### src/rtl/rv_decode_stage.sv
// Registered RV integer decode stage (OP, OP-IMM, BRANCH, LUI) with a valid/ready handshake.
// Define DECODE_SKID_EN to add a 1-entry skid buffer so that in_ready is a pure register output.
module rv_decode_stage #(
  parameter int XLEN = 32,
  parameter int PC_W = 32
) (
  input  logic            clk,
  input  logic            reset,
  input  logic            flush,
  input  logic            in_valid,
  output logic            in_ready,
  input  logic [31:0]     in_inst,
  input  logic [PC_W-1:0] in_pc,
  output logic            out_valid,
  input  logic            out_ready,
  output logic [PC_W-1:0] out_pc,
  output logic [3:0]      alu_op,
  output logic            use_imm,
  output logic [XLEN-1:0] imm,
  output logic [4:0]      rs1,
  output logic [4:0]      rs2,
  output logic [4:0]      rd,
  output logic            rd_we,
  output logic            is_branch,
  output logic [2:0]      br_cond,
  output logic            illegal
);

  if (XLEN != 32 && XLEN != 64) begin : g_bad_xlen
    $error("rv_decode_stage: XLEN must be 32 or 64");
  end

  typedef enum logic [3:0] {
    ALU_ADD   = 4'd0,
    ALU_SUB   = 4'd1,
    ALU_SLL   = 4'd2,
    ALU_SLT   = 4'd3,
    ALU_SLTU  = 4'd4,
    ALU_XOR   = 4'd5,
    ALU_SRL   = 4'd6,
    ALU_SRA   = 4'd7,
    ALU_OR    = 4'd8,
    ALU_AND   = 4'd9,
    ALU_PASSB = 4'd10
  } alu_op_e;

  localparam logic [4:0] OPC_OP     = 5'b01100;
  localparam logic [4:0] OPC_OP_IMM = 5'b00100;
  localparam logic [4:0] OPC_BRANCH = 5'b11000;
  localparam logic [4:0] OPC_LUI    = 5'b01101;

  typedef struct packed {
    alu_op_e         alu_op;
    logic            use_imm;
    logic [XLEN-1:0] imm;
    logic [4:0]      rs1;
    logic [4:0]      rs2;
    logic [4:0]      rd;
    logic            rd_we;
    logic            is_branch;
    logic [2:0]      br_cond;
    logic            illegal;
    logic [PC_W-1:0] pc;
  } dec_t;

  // Register-register and non-shift immediate ops share one funct3 mapping.
  function automatic alu_op_e base_alu(input logic [2:0] f3);
    case (f3)
      3'b000:  base_alu = ALU_ADD;
      3'b001:  base_alu = ALU_SLL;
      3'b010:  base_alu = ALU_SLT;
      3'b011:  base_alu = ALU_SLTU;
      3'b100:  base_alu = ALU_XOR;
      3'b101:  base_alu = ALU_SRL;
      3'b110:  base_alu = ALU_OR;
      default: base_alu = ALU_AND;
    endcase
  endfunction

  logic [2:0]      funct3;
  logic [6:0]      funct7;
  logic [XLEN-1:0] imm_i;
  logic [XLEN-1:0] imm_b;
  logic [XLEN-1:0] imm_u;
  logic            slli_ok;
  logic            srxi_ok;

  assign funct3 = in_inst[14:12];
  assign funct7 = in_inst[31:25];
  assign imm_i  = {{(XLEN-12){in_inst[31]}}, in_inst[31:20]};
  assign imm_b  = {{(XLEN-12){in_inst[31]}}, in_inst[7], in_inst[30:25], in_inst[11:8], 1'b0};
  assign imm_u  = {{(XLEN-31){in_inst[31]}}, in_inst[30:12], 12'b0};

  // The shift amount is one bit wider at XLEN=64, so one fewer upper bit must be zero.
  if (XLEN == 64) begin : g_shamt64
    assign slli_ok = (in_inst[31:26] == 6'b0);
    assign srxi_ok = ({in_inst[31], in_inst[29:26]} == 5'b0);
  end else begin : g_shamt32
    assign slli_ok = (in_inst[31:25] == 7'b0);
    assign srxi_ok = ({in_inst[31], in_inst[29:25]} == 6'b0);
  end

  dec_t dec;
  logic dec_ok;
  logic dec_wr;

  // NOTE: every variable assigned below gets a default first so no latch is inferred.
  always_comb begin
    dec     = '0;
    dec_ok  = 1'b0;
    dec_wr  = 1'b0;
    dec.rs1 = in_inst[19:15];
    dec.rs2 = in_inst[24:20];
    dec.rd  = in_inst[11:7];
    dec.pc  = in_pc;
    if (in_inst[1:0] == 2'b11) begin
      case (in_inst[6:2])
        OPC_OP: begin
          dec_wr = 1'b1;
          if (funct7 == 7'b0000000) begin
            dec_ok     = 1'b1;
            dec.alu_op = base_alu(funct3);
          end else if (funct7 == 7'b0100000 && (funct3 == 3'b000 || funct3 == 3'b101)) begin
            dec_ok     = 1'b1;
            dec.alu_op = (funct3 == 3'b000) ? ALU_SUB : ALU_SRA;
          end
        end
        OPC_OP_IMM: begin
          dec_wr      = 1'b1;
          dec.use_imm = 1'b1;
          dec.imm     = imm_i;
          case (funct3)
            3'b001: begin
              dec_ok     = slli_ok;
              dec.alu_op = ALU_SLL;
            end
            3'b101: begin
              dec_ok     = srxi_ok;
              dec.alu_op = in_inst[30] ? ALU_SRA : ALU_SRL;
            end
            default: begin
              dec_ok     = 1'b1;
              dec.alu_op = base_alu(funct3);
            end
          endcase
        end
        OPC_BRANCH: begin
          dec_ok        = (funct3 != 3'b010) && (funct3 != 3'b011);
          dec.alu_op    = ALU_SUB;
          dec.imm       = imm_b;
          dec.is_branch = 1'b1;
          dec.br_cond   = funct3;
        end
        OPC_LUI: begin
          dec_ok      = 1'b1;
          dec_wr      = 1'b1;
          dec.alu_op  = ALU_PASSB;
          dec.use_imm = 1'b1;
          dec.imm     = imm_u;
        end
        default: dec_ok = 1'b0;
      endcase
    end
    if (dec_ok) begin
      dec.rd_we = dec_wr && (dec.rd != 5'd0);
    end else begin
      dec.alu_op    = ALU_ADD;
      dec.use_imm   = 1'b0;
      dec.imm       = '0;
      dec.rd_we     = 1'b0;
      dec.is_branch = 1'b0;
      dec.br_cond   = 3'b0;
      dec.illegal   = 1'b1;
    end
  end

  dec_t out_q;
  logic in_fire;

  assign in_fire = in_valid && in_ready;

`ifdef DECODE_SKID_EN
  dec_t skid_q;
  logic skid_full;

  assign in_ready = !skid_full;

  // The skid entry is older than anything arriving, so it always refills the output first.
  always_ff @(posedge clk) begin
    if (reset) begin
      out_valid <= 1'b0;
      out_q     <= '0;
      skid_full <= 1'b0;
      skid_q    <= '0;
    end else if (flush) begin
      out_valid <= 1'b0;
      skid_full <= 1'b0;
    end else if (!out_valid || out_ready) begin
      if (skid_full) begin
        out_q     <= skid_q;
        out_valid <= 1'b1;
        skid_full <= 1'b0;
      end else if (in_fire) begin
        out_q     <= dec;
        out_valid <= 1'b1;
      end else begin
        out_valid <= 1'b0;
      end
    end else if (in_fire) begin
      skid_q    <= dec;
      skid_full <= 1'b1;
    end
  end
`else
  assign in_ready = !out_valid || out_ready;

  // NOTE: state updates use nonblocking assignments so every register samples pre-edge values.
  always_ff @(posedge clk) begin
    if (reset) begin
      out_valid <= 1'b0;
      out_q     <= '0;
    end else if (flush) begin
      out_valid <= 1'b0;
    end else if (in_fire) begin
      out_q     <= dec;
      out_valid <= 1'b1;
    end else if (out_ready) begin
      out_valid <= 1'b0;
    end
  end
`endif

  assign out_pc    = out_q.pc;
  assign alu_op    = out_q.alu_op;
  assign use_imm   = out_q.use_imm;
  assign imm       = out_q.imm;
  assign rs1       = out_q.rs1;
  assign rs2       = out_q.rs2;
  assign rd        = out_q.rd;
  assign rd_we     = out_q.rd_we;
  assign is_branch = out_q.is_branch;
  assign br_cond   = out_q.br_cond;
  assign illegal   = out_q.illegal;

endmodule

### config.mk
export PLATFORM = sky130hd
export DESIGN_NAME = rv_decode_stage
export DESIGN_NICKNAME = d
export VERILOG_FILES = /design/src/rtl/rv_decode_stage.sv
export SDC_FILE = /design/constraint.sdc
export NUM_CORES = 1
export LEC_CHECK = 0
export ABC_AREA = 1
export BUFFER_PORTS_ARGS = -buffer_cell sky130_fd_sc_hd__buf_2
export CORE_UTILIZATION = 25
export DETAILED_ROUTE_END_ITERATION = 16
export PLACE_DENSITY = 0.46
export SLEW_MARGIN = 10
export SYNTH_ARGS = -nofsm -noshare
export SYNTH_HDL_FRONTEND = slang
export SYNTH_SLANG_ARGS = --single-unit
### constraint.sdc
create_clock -name clk -period 1.8 [get_ports clk]
set_clock_uncertainty 0.05 [all_clocks]
set_input_delay 0.09 -clock clk [delete_from_list [all_inputs] [get_ports clk]]
set_output_delay 0.09 -clock clk [all_outputs]
set_load 0.05 [all_outputs]
### Word level (Yosys, flattened, before mapping)

Cells that the tools add are included.

* register bits after elaboration: 91
* bits of input ports: 69
* output and inout bits: 92
* logic and storage cells: 68

* equal/unequal tests: 14
* mux-type cells: 25
* bitwise gates (word level): 1
* reductions and logical operators: 16

Operator list (count)
* 32-bit one-hot mux with 3 select lines: 1
* 37-bit 2-to-1 mux: 2
* 4-bit one-hot mux with 7 select lines: 1
* 4-bit one-hot mux with 5 select lines: 1
* 4-bit one-hot mux with 4 select lines: 1
* 4-bit 2-to-1 mux: 3
* 5-bit by 4-bit == test with 1-bit output, second input constant: 2
* 1-bit 2-to-1 mux: 10
* 3-bit == test, second input constant: 3
* 4-bit one-hot mux with 2 select lines: 1
* 7-bit by 6-bit == test with 1-bit output, second input constant: 1
* 7-bit zero test: 1
* 3-bit by 2-bit == test with 1-bit output, second input constant: 2
* 6-bit zero test: 1
* 3-bit 2-to-1 mux: 2
* 3-bit by 2-bit != test with 1-bit output, second input constant: 2
* 5-bit by 3-bit == test with 1-bit output, second input constant: 1
* 5-bit == test, second input constant: 1
* 5-bit 2-to-1 mux: 1
* 5-bit nonzero test: 1
* 1-bit logical AND: 4
* 1-bit one-hot mux with 4 select lines: 1
* 2-bit OR reduction: 2
* 3-bit by 1-bit == test with 1-bit output, second input constant: 1
* other kinds (9): 10

### Logic depth before layout (Yosys ltp)

Gate-level depths: netlist of the first run.

* depth in word-level cells: 8
* mapped depth: 11

### Least setup slack after synthesis of the first run

OpenSTA, ideal clock, no wires.

* kind: register to register
* from: reg out_valid
* to: reg out_q (netlist bit alu_op[0])
* data arrival time: 1.529 ns
* required time: 1.680 ns
* path slack: 0.151 ns
* cell stages (with the launch flop): 8
* path buffers: 1
* cells stage by stage: dfxtp_1 inv_1 nor2_1 nor3_4 inv_2 clkbuf_1 nand2_1 a21oi_1

* word-level cells in the longest chain between the ends: 4

Ends and longest elaborated chain
* start: declaration: line 14 `output logic out_valid,`
* start signal: assignment: line 220 `out_valid <= 1'b0;`
* start signal: assignment: line 223 `out_valid <= 1'b0;`
* start signal: assignment: line 226 `out_valid <= 1'b1;`
* 1-bit zero test: line 215 `assign in_ready = !out_valid || out_ready;`
* 1-bit logical OR: line 215
* 1-bit logical AND: line 180 `assign in_fire = in_valid && in_ready;`
* 2-bit AND reduction (no line)
* end signal: assignment: line 221 `out_q <= '0;`
* end signal: assignment: line 225 `out_q <= dec;`
* end: declaration: line 177 `dec_t out_q;`

Every way passes these cells.
A chain may end at the register's enable or synchronous reset.

### Worst setup path after layout of the first run

* from: in flush
* to: reg out_q (netlist bit rd_we)

* word-level cells in the longest chain between the ends: 2

Ends and longest elaborated chain
* start: declaration: line 9 `input logic flush,`
* 1-bit NOT (no line)
* 2-bit AND reduction (no line)

Every way passes these cells.

==> results of run 1 <==
==> where the power goes <==
| part | internal (uW) | switching, uW | leakage (uW) | total [uW] |
|---|---|---|---|---|
| clock network | 1230 | 823 | 0.000150 | 2050 |
| logic | 260 | 584 | 0.00182 | 844 |
| registers | 2090 | 32.0 | 0.000742 | 2120 |
| total | 3570 | 1440 | 0.00271 | 5010 |
==> final cells by class <==
class / count / area [um^2]
multi-input combinational: 361 / 1740
clock inverter: 5 / 85.1
timing repair buffer: 223 / 1430
fill: 1645 / 9530
inverter: 42 / 159
clock buffer: 11 / 233
sequential: 91 / 1820
tap: 211 / 264
==> cell families after synthesis <==
family,share of synthesized area (%)
flip-flops,46.5
AND/OR/NAND/NOR,27.1
AO/OA/AOI/OAI,17.4
buffers and inverters,9.07
==> cells in the final DEF, fill, tap and decap left out, types with 2 or more instances in the layout <==
cell type / count
dfxtp_1: 91
a21oi_1: 56
nand4_1: 41
o21ai_2: 6
clkbuf_1: 2
inv_1: 38
nand2_2: 2
inv_2: 2
buf_4: 14
clkbuf_16: 9
bufinv_16: 2
nor2_1: 94
nor2_4: 2
o22ai_1: 5
o21ai_0: 59
buf_2: 160
nand3_1: 17
nand3_2: 4
nand2_1: 70
dlygate4sd3_1: 45
buf_12: 3
==> worst min-delay path, delay by kind of cell <==
kind | cells | cell delay [ns]
AND/OR/NAND/NOR | 1 | 0.10
AO/OA/AOI/OAI | 1 | 0.06
buffers and inverters | 1 | 0.12
==> per-layer routing <==
| layer | track usage (%) | up-vias | wire (um) |
|---|---|---|---|
| li1 | - | 2166 | - |
| met1 | 21.2 | 2000 | 6200 |
| met2 | 28.8 | 132 | 6410 |
| met3 | 4.73 | 17 | 853 |
| met4 | 6.37 | 0 | 213 |
| met5 | 0 | - | 0 |
==> state kept, by name, indices dropped and copies added (netlist names) <==
name and count:
rd 5, use_imm 1, rs2 5, out_pc 32, imm 32, is_branch 1
out_valid 1, rs1 5, rd_we 1, illegal 1, br_cond 3, alu_op 4
==> per-stage QoR <==
stage / cell area, um^2 / hold WS (ns)
6_report: 5730 / 0.0244
3_3_place_gp: 4960 / 0.262
4_1_cts: 5730 / 0.0127
3_5_place_dp: 4960 / 0.269
2_1_floorplan: 3920 / 0.118
5_1_grt: 5730 / 0.0314
==> path summary, 6_finish.rpt <==
| check | cells past startpoint | slack [ns] | to | startpoint |
|---|---|---|---|---|
| worst max-delay path | 8 | 0.13 | rd_we | flush |
| worst min-delay path | 3 | 0.02 | br_cond[0] | in_inst[12] |
| worst max register to register | 8 | 0.17 | rd_we | out_valid |
| worst min register to register | 2 | 0.41 | imm[29] | imm[29] |
==> timing repair <==
action	4_1_cts	5_1_grt
hold buffers	45	0
setup endpoints to repair	0	1
endpoints found under the hold margin	45	0
resized for setup	0	1
==> metrics.md, run 1 <==
| Metric | Value |
|---|---|
| Drt wl/cell | 14.5 um |
| Ports | 161 |
| Slowest-stage cell, CP | dlygate4sd3_1 |
| Startpoint Class | primary input |
| Total congestion overflow | 0 |
| CTS tree | done |
| Starting Density | 25.7% |
| Die footprint | 0.0162 mm^2 |
| Initial antenna violation count | 0 |
| Setup Fix Bufs, Post-CTS | 0 |
| Post-route clock period utilization | 92.9% |
| Crit Path Max Fanout | 15 |
| Post-route ant nets | 0 |
| Slew HR | 60.2% |
| Slew @ Worst Pin | 0.593 ns |
| Synth Flop Type | dfxtp_1 |
| Largest net degree at the start of global routing | 81 |
| Die Width | 127 um |
| Num rows | 45 |
| Total track usage | 17.3% |
| Synth top area share | 46.5% |
| Pwr Total | 5010 uW |
| WS Path Type | primary input to register |
| Routed via count | 4315 |
| DR pass1 iterations | 4 |
| Yosys reg bits | 91 |
| Status | finished clean |
| Critical Path AT | 1.90 ns |
| Final core occ | 37.6% |
| Most common cell in the netlist | nor2_1 |
| Slew Limit Fails | 0 |
| Syn Nets | 603 |
| Final setup viols | 0 |
| CP Buf/Inv Count | 3 |
| IO Port Bufs | 160 |
| Synth top cells by count | nor2_1, dfxtp_1, nand2_1, o21ai_0, a21oi_1 |
| Syn Std Cell Area | 0.00392 mm^2 |
| RSZ-0062 raised after global routing | no |
| Crit path required time | 2.03 ns |
| Seq/Total Area, Yosys | 46.5% |
| Final net count | 797 |
| Routability cong. | 0.885 |
| DRC | 0 |
| Pwr per Cell Area | 875 mW/mm^2 |
| DRT iter0 DRCs | 212 |
| Setup ws final | 0.128 ns |
| Setup TNS | 0 ns |
| Area grow syn2layout | 46.3% |
| Final hold vios | 0 |
| Clk buf depth | 2 |
| Syn Area/Cell | 7.34 um^2 |
| Routed vias/inst | 4.57 |
| Post-Layout Cell Count | 944 |
| Crit path largest cell delay | 0.53 ns |
| Synth Warn # | 0 |
| First-pass GRT wire length | 21.6 mm |
| Crit. End Element | register |
| Worst skew pair latency | 0.34 ns |
| Layout cells sized above 1 | 28.8% |
| CORE AREA | 0.0153 mm^2 |
| Placed insts | 883 |
| CTS Buf Count | 9 |
| TritonCTS Sinks | 91 |
| Number of distinct library cells after synthesis | 26 |
| Pre-CTS setup slack | 0.147 ns |
| Routed WL | 13.7 mm |
| Pleak | 0.00271 uW |
| Synth area leaders | dfxtp_1, nor2_1, o21ai_0 |
| H-tree levels | 3 |
| Max Freq | 0.598 GHz |
| Clock transition at the registers of the reported paths | 0.06 ns |
| Gate Count Post-Synth | 534 |
| Crit-path leading delay family | buffers and inverters |
| CP cell instances | dlygate4sd3_1, buf_2, nor3_4, buf_6, o21ai_0, a31oi_1, nand3_1, a21oi_1 |
| HPWL after DPL | 9.90 mm |
| Max Cap Viol | 0 |
| Final Critical Period | 1.67 ns |
| Number of global-route vias before repair | 4168 |
| Die height | 127 um |
| Number of flops mapped to enable cells by yosys | 0 |
| Hold crit path type | primary input to register |
| Max IR drop VDD | 442 uV |
| Cell taking the most area after synthesis | dfxtp_1 |
| Root Driver | clkbuf_16 |
| FFs w/ async S/R, synth | 0% |
| Antenna diodes | 0 |
(Power assumes the default switching activity.)
==> inputs of run 2 (changes only) <==
--- a/config.mk
+++ b/config.mk
@@ -10,4 +10,6 @@
 export CORE_UTILIZATION = 25
+export CTS_BUF_LIST = sky130_fd_sc_hd__clkbuf_4
 export DETAILED_ROUTE_END_ITERATION = 16
 export PLACE_DENSITY = 0.46
+export RECOVER_POWER = 100
 export SLEW_MARGIN = 10
--- a/constraint.sdc
+++ b/constraint.sdc
@@ -4,2 +4,2 @@
 set_output_delay 0.09 -clock clk [all_outputs]
-set_load 0.05 [all_outputs]
+set_load 0.005 [all_outputs]
==> run 2 against run 1 <==
- final cell count increased by 1.3%
- count of clock-buffer cells in the layout did not move
- first-iteration DRC count is 5.2% higher
- worst setup slack got worse by 0.022 ns
- critical path depth increased by 5
- routed wire length is 0.33% higher
- hold slack improved by 0.029 ns
- flip-flop and latch count is the same
- largest cell class unchanged
==> metrics.md, run 2 (same netlist as run 1, synthesis figures left out) <==
| Metric | Value |
|---|---|
| Crit. End Element | register |
| Slew @ Worst Pin | 0.591 ns |
| DRT iter0 DRCs | 223 |
| Slew Limit Fails | 0 |
| Die height | 127 um |
| Die Width | 127 um |
| IO Port Bufs | 160 |
| Crit path largest cell delay | 0.54 ns |
| Antenna diodes | 0 |
| Starting Density | 25.7% |
| Largest net degree at the start of global routing | 81 |
| Layout cells sized above 1 | 20.5% |
| CTS tree | done |
| Die footprint | 0.0162 mm^2 |
| Area grow syn2layout | 43.3% |
| Clk buf depth | 2 |
| R2R depth | 8 |
| Hold crit path type | primary input to register |
| # fillers | 1675 |
| Critical Path AT | 2.01 ns |
| CP endpoint | alu_op[2] |
| R2r startpoint | out_valid |
| WS Path Type | primary input to register |
| Post-route ant nets | 0 |
| First-pass GRT wire length | 21.8 mm |
| Ports | 161 |
| Pre-CTS setup slack | 0.147 ns |
| Final setup viols | 0 |
| H-tree levels | 3 |
| Final hold vios | 0 |
| Pleak | 0.00245 uW |
| Number of global-route vias before repair | 4236 |
| Num rows | 45 |
| R2R setup slack | 0.12 ns |
| RSZ-0062 raised after global routing | no |
| CP Buf/Inv Count | 4 |
| Crit path required time | 2.11 ns |
| CTS Buf Count | 9 |
| DRC | 0 |
| Routed via count | 4344 |
| Pwr per Cell Area | 721 mW/mm^2 |
| Most frequent cells in the layout | buf_2, nor2_1, dfxtp_1 |
| Crit Path Max Fanout | 15 |
| Max IR drop VDD | 400 uV |
| Critical Path Start | in_inst[14] |
| Slew HR | 60.4% |
| Routability cong. | 0.885 |
| Final net count | 809 |
| TritonCTS Sinks | 91 |
| Final Cell Area | 0.00562 mm^2 |
| Root Driver | clkbuf_4 |
| Routed vias/inst | 4.54 |
| Setup TNS | 0 ns |
| Setup ws final | 0.106 ns |
| Worst skew pair latency | 0.47 ns |
| Status | finished clean |
| Max Cap Viol | 0 |
| Drt wl/cell | 14.4 um |
| Final Critical Period | 1.69 ns |
| HPWL after DPL | 9.90 mm |
| Clock transition at the registers of the reported paths | 0.15 ns |
| CORE AREA | 0.0153 mm^2 |
| Max Freq | 0.590 GHz |
| Total track usage | 17.5% |
| Crit path top cell by count | nor2_1 |
| Worst r2r dst | rd_we |
| Initial antenna violation count | 0 |
| Slowest-stage cell, CP | dlygate4sd3_1 |
| Total congestion overflow | 0 |
| CP cell instances | dlygate4sd3_1, clkbuf_2, inv_1, nand2_1, nand4_1, nand2_1, nand2_2, nand3_2, buf_12, nand3_2, nor2_1, nor2_1, nor2_1 |
| Routed WL | 13.7 mm |
| Crit path depth | 13 |
| Crit-path leading delay family | buffers and inverters |
| Dpl cell area | 0.00496 mm^2 |
| DR pass1 iterations | 4 |
| Post-route clock period utilization | 94.1% |
| Commonest non-fill, non-tap cell in the layout | buf_2 |
| Startpoint Class | primary input |
## run 2: area by class of cell
type | count | area (um^2) | share of cell area [%]
Multi-Input combinational cell | 361 | 1740 | 31.0
Clock buffer | 11 | 82.6 | 1.47
Sequential cell | 91 | 1820 | 32.4
Tap cell | 211 | 264 | 4.70
Timing Repair Buffer | 235 | 1460 | 26.0
Clock inverter | 5 | 85.1 | 1.51
Inverter | 42 | 159 | 2.83
## run 2: worst min-delay path by stage
stage	startpoint	cells past startpoint	end
floorplan	flush	1	out_valid
global placement	in_pc[17]	3	out_pc[17]
detailed placement	in_pc[6]	3	out_pc[6]
CTS	reset	5	rd[3]
global route	reset	5	rs1[3]
finish	reset	5	out_pc[28]
## run 2: repair_timing
action	4_1_cts	5_1_grt
endpoints found under the setup margin	0	1
hold buffers	57	0
endpoints found under the hold margin	67	0
setup buffers	0	0
resized for setup	0	1
## run 2: per-stage QoR
| step | util, % | hold slack, ns | instances | total power, uW |
|---|---|---|---|---|
| global placement | 32.5 | 0.262 | 883 | 2670 |
| finish | 36.8 | 0.0535 | 956 | 4050 |
| floorplan | - | 0.118 | 534 | 2420 |
| detailed placement | 32.5 | 0.269 | 883 | 2670 |
| global route | 36.8 | 0.0241 | 956 | 4280 |
| CTS | 37.3 | 0.0130 | 956 | 4130 |
## run 2: metal layers
layer / global-route usage (%) / wire length (um) / vias to the layer above
met3: 4.94 / 849 / 20
met4: 7.14 / 268 / 0
li1: - / - / 2193
met1: 21.2 / 6200 / 1995
met2: 29.1 / 6400 / 136
met5: 0 / 0 / -
## run 2: worst register-to-register path, stage by stage, from the launching register on
cell     delay (ns)
dfxtp_1        0.34
inv_1          0.05
nor2_1         0.06
nor3_4         0.23
buf_6          0.20
o21ai_0        0.17
a31oi_1        0.23
nand3_1        0.14
a21oi_1        0.15
## run 2: where the power goes
group / total (uW) / internal (uW) / switching, uW / leakage (uW)
combinational: 594 / 259 / 334 / 0.00162
clock: 1330 / 602 / 732 / 0.0000877
sequential: 2120 / 2090 / 32.9 / 0.000742
total: 4050 / 2950 / 1100 / 0.00245
==> inputs of run 3 (changes only) <==
clock period = 2.2 ns   (was 1.8 ns; I/O delays follow)
==> run 3 against run 2 <==
- critical path depth is 3 lower
- hold slack better by 0.0010 ns
- critical endpoint is now imm[13]
- first-iteration DRC count is 50% higher
- highest routed layer unchanged
==> metrics.md, run 3 (same netlist as run 1, synthesis figures left out) <==
| Metric | Value |
|---|---|
| Num rows | 45 |
| Total track usage | 17.4% |
| Commonest non-fill, non-tap cell in the layout | buf_2 |
| Status | finished clean |
| Ports | 161 |
| Crit Path Max Fanout | 30 |
| Post-route ant nets | 0 |
| HPWL after DPL | 9.26 mm |
| Routed via count | 4403 |
| Crit. End Element | register |
| Area grow syn2layout | 42.9% |
| Layout cells sized above 1 | 19.4% |
| Drt wl/cell | 14.6 um |
| Die height | 127 um |
| TritonCTS Sinks | 91 |
| CORE AREA | 0.0153 mm^2 |
| Total congestion overflow | 0 |
| Setup ws final | 0.141 ns |
| Max Freq | 0.486 GHz |
| Slew HR | 49.8% |
| Clock transition at the registers of the reported paths | 0.14 ns |
| DRT iter0 DRCs | 335 |
| Setup TNS | 0 ns |
| Final net count | 805 |
| Slew @ Worst Pin | 0.752 ns |
| Pwr per Cell Area | 594 mW/mm^2 |
| Post-route clock period utilization | 93.6% |
| Final Cell Area | 0.00560 mm^2 |
| Pleak | 0.00245 uW |
| Critical Path AT | 2.42 ns |
| Antenna diodes | 0 |
| CTS Buf Count | 9 |
| Final setup viols | 0 |
| Slew Limit Fails | 0 |
| Pre-CTS setup slack | 0.159 ns |
| Die footprint | 0.0162 mm^2 |
| IO Port Bufs | 160 |
| Number of global-route vias before repair | 4251 |
| Post_cts resized | 0 |
| Routed WL | 13.9 mm |
| Crit path required time | 2.56 ns |
| Starting Density | 25.7% |
| Max Cap Viol | 0 |
| DRC | 0 |
| CTS tree | done |
| RSZ-0062 raised after global routing | no |
| Root Driver | clkbuf_4 |
| Max IR drop VDD | 339 uV |
| Hold crit path type | primary input to register |
| Routability cong. | 0.838 |
| WS Path Type | primary input to register |
| Most frequent cells in the layout | buf_2, nor2_1, dfxtp_1 |
| CTS Hold Buffers Added | 64 |
| DR pass1 iterations | 5 |
| Setup Fix Bufs, Post-CTS | 0 |
| Startpoint Class | primary input |
| Final Critical Period | 2.06 ns |
| Routed vias/inst | 4.63 |
| Initial antenna violation count | 0 |
| Clk buf depth | 2 |
| First-pass GRT wire length | 21.9 mm |
| Dpl cell area | 0.00488 mm^2 |
| H-tree levels | 3 |
| # fillers | 1664 |
| Die Width | 127 um |
| Final hold vios | 0 |
| Largest net degree at the start of global routing | 96 |
| Worst skew pair latency | 0.46 ns |
==> run 3: cell types whose count changed in the layout (fill, tap and decap cells not counted) <==
| cell | before | now |
|---|---|---|
| buf_12 | 3 | 2 |
| buf_2 | 98 | 102 |
| buf_4 | 10 | 3 |
| buf_6 | 1 | 0 |
| clkbuf_1 | 60 | 58 |
| clkbuf_2 | 6 | 0 |
| clkinv_1 | 1 | 0 |
| clkinv_2 | 1 | 2 |
| clkinv_4 | 1 | 0 |
| dlygate4sd3_1 | 57 | 64 |
| inv_1 | 38 | 39 |
| inv_6 | 1 | 3 |
==> run 3: final timing paths <==
check / slack [ns] / depth (start not counted) / from / end
worst max register to register: 0.24 / 7 / out_valid / rs2[1]
worst max-delay path: 0.14 / 10 / in_inst[14] / imm[13]
worst min register to register: 0.42 / 2 / imm[14] / imm[14]
worst min-delay path: 0.05 / 5 / in_inst[28] / imm[8]
==> run 3: per-stage QoR <==
step | hold slack (ns) | std cells | util (%) | power [uW]
floorplan | 0.138 | 534 | - | 1980
global placement | 0.281 | 872 | 32.0 | 2170
detailed placement | 0.289 | 872 | 32.0 | 2180
CTS | 0.0109 | 952 | 37.3 | 3380
global route | 0.0317 | 952 | 36.7 | 3490
finish | 0.0545 | 952 | 36.7 | 3320
==> run 3: critical path, stage by stage <==
cell	delay, ns
dlygate4sd3_1	0.54
buf_2	0.17
inv_1	0.21
nand3_1	0.11
nand3_1	0.16
nand2_1	0.09
nand3_2	0.23
clkbuf_4	0.42
nand4_1	0.20
a21oi_1	0.16
==> run 3: cell type report <==
type | count | area [um^2] | area share, %
repair buffers | 231 | 1450 | 25.8
well taps | 211 | 264 | 4.72
clock inverters | 7 | 98.8 | 1.77
clock buffers | 9 | 67.6 | 1.21
multi-input cells | 361 | 1740 | 31.1
inverters | 42 | 159 | 2.84
flip-flops and latches | 91 | 1820 | 32.5
==> run 3: layer usage <==
| metal | share of wire [%] | track usage [%] | vias up |
|---|---|---|---|
| met5 | 0 | 0 | - |
| met4 | 1.6 | 5.95 | 0 |
| met3 | 6.1 | 4.69 | 19 |
| met2 | 47 | 28.4 | 187 |
| met1 | 46 | 22.0 | 2009 |
| li1 | - | - | 2188 |
==> run 3: report_power, final <==
group / switching [uW] / internal (uW) / leakage, uW
Combinational: 275 / 212 / 0.00162
Clock: 627 / 471 / 0.0000873
Sequential: 29.2 / 1710 / 0.000742
Total: 932 / 2390 / 0.00245
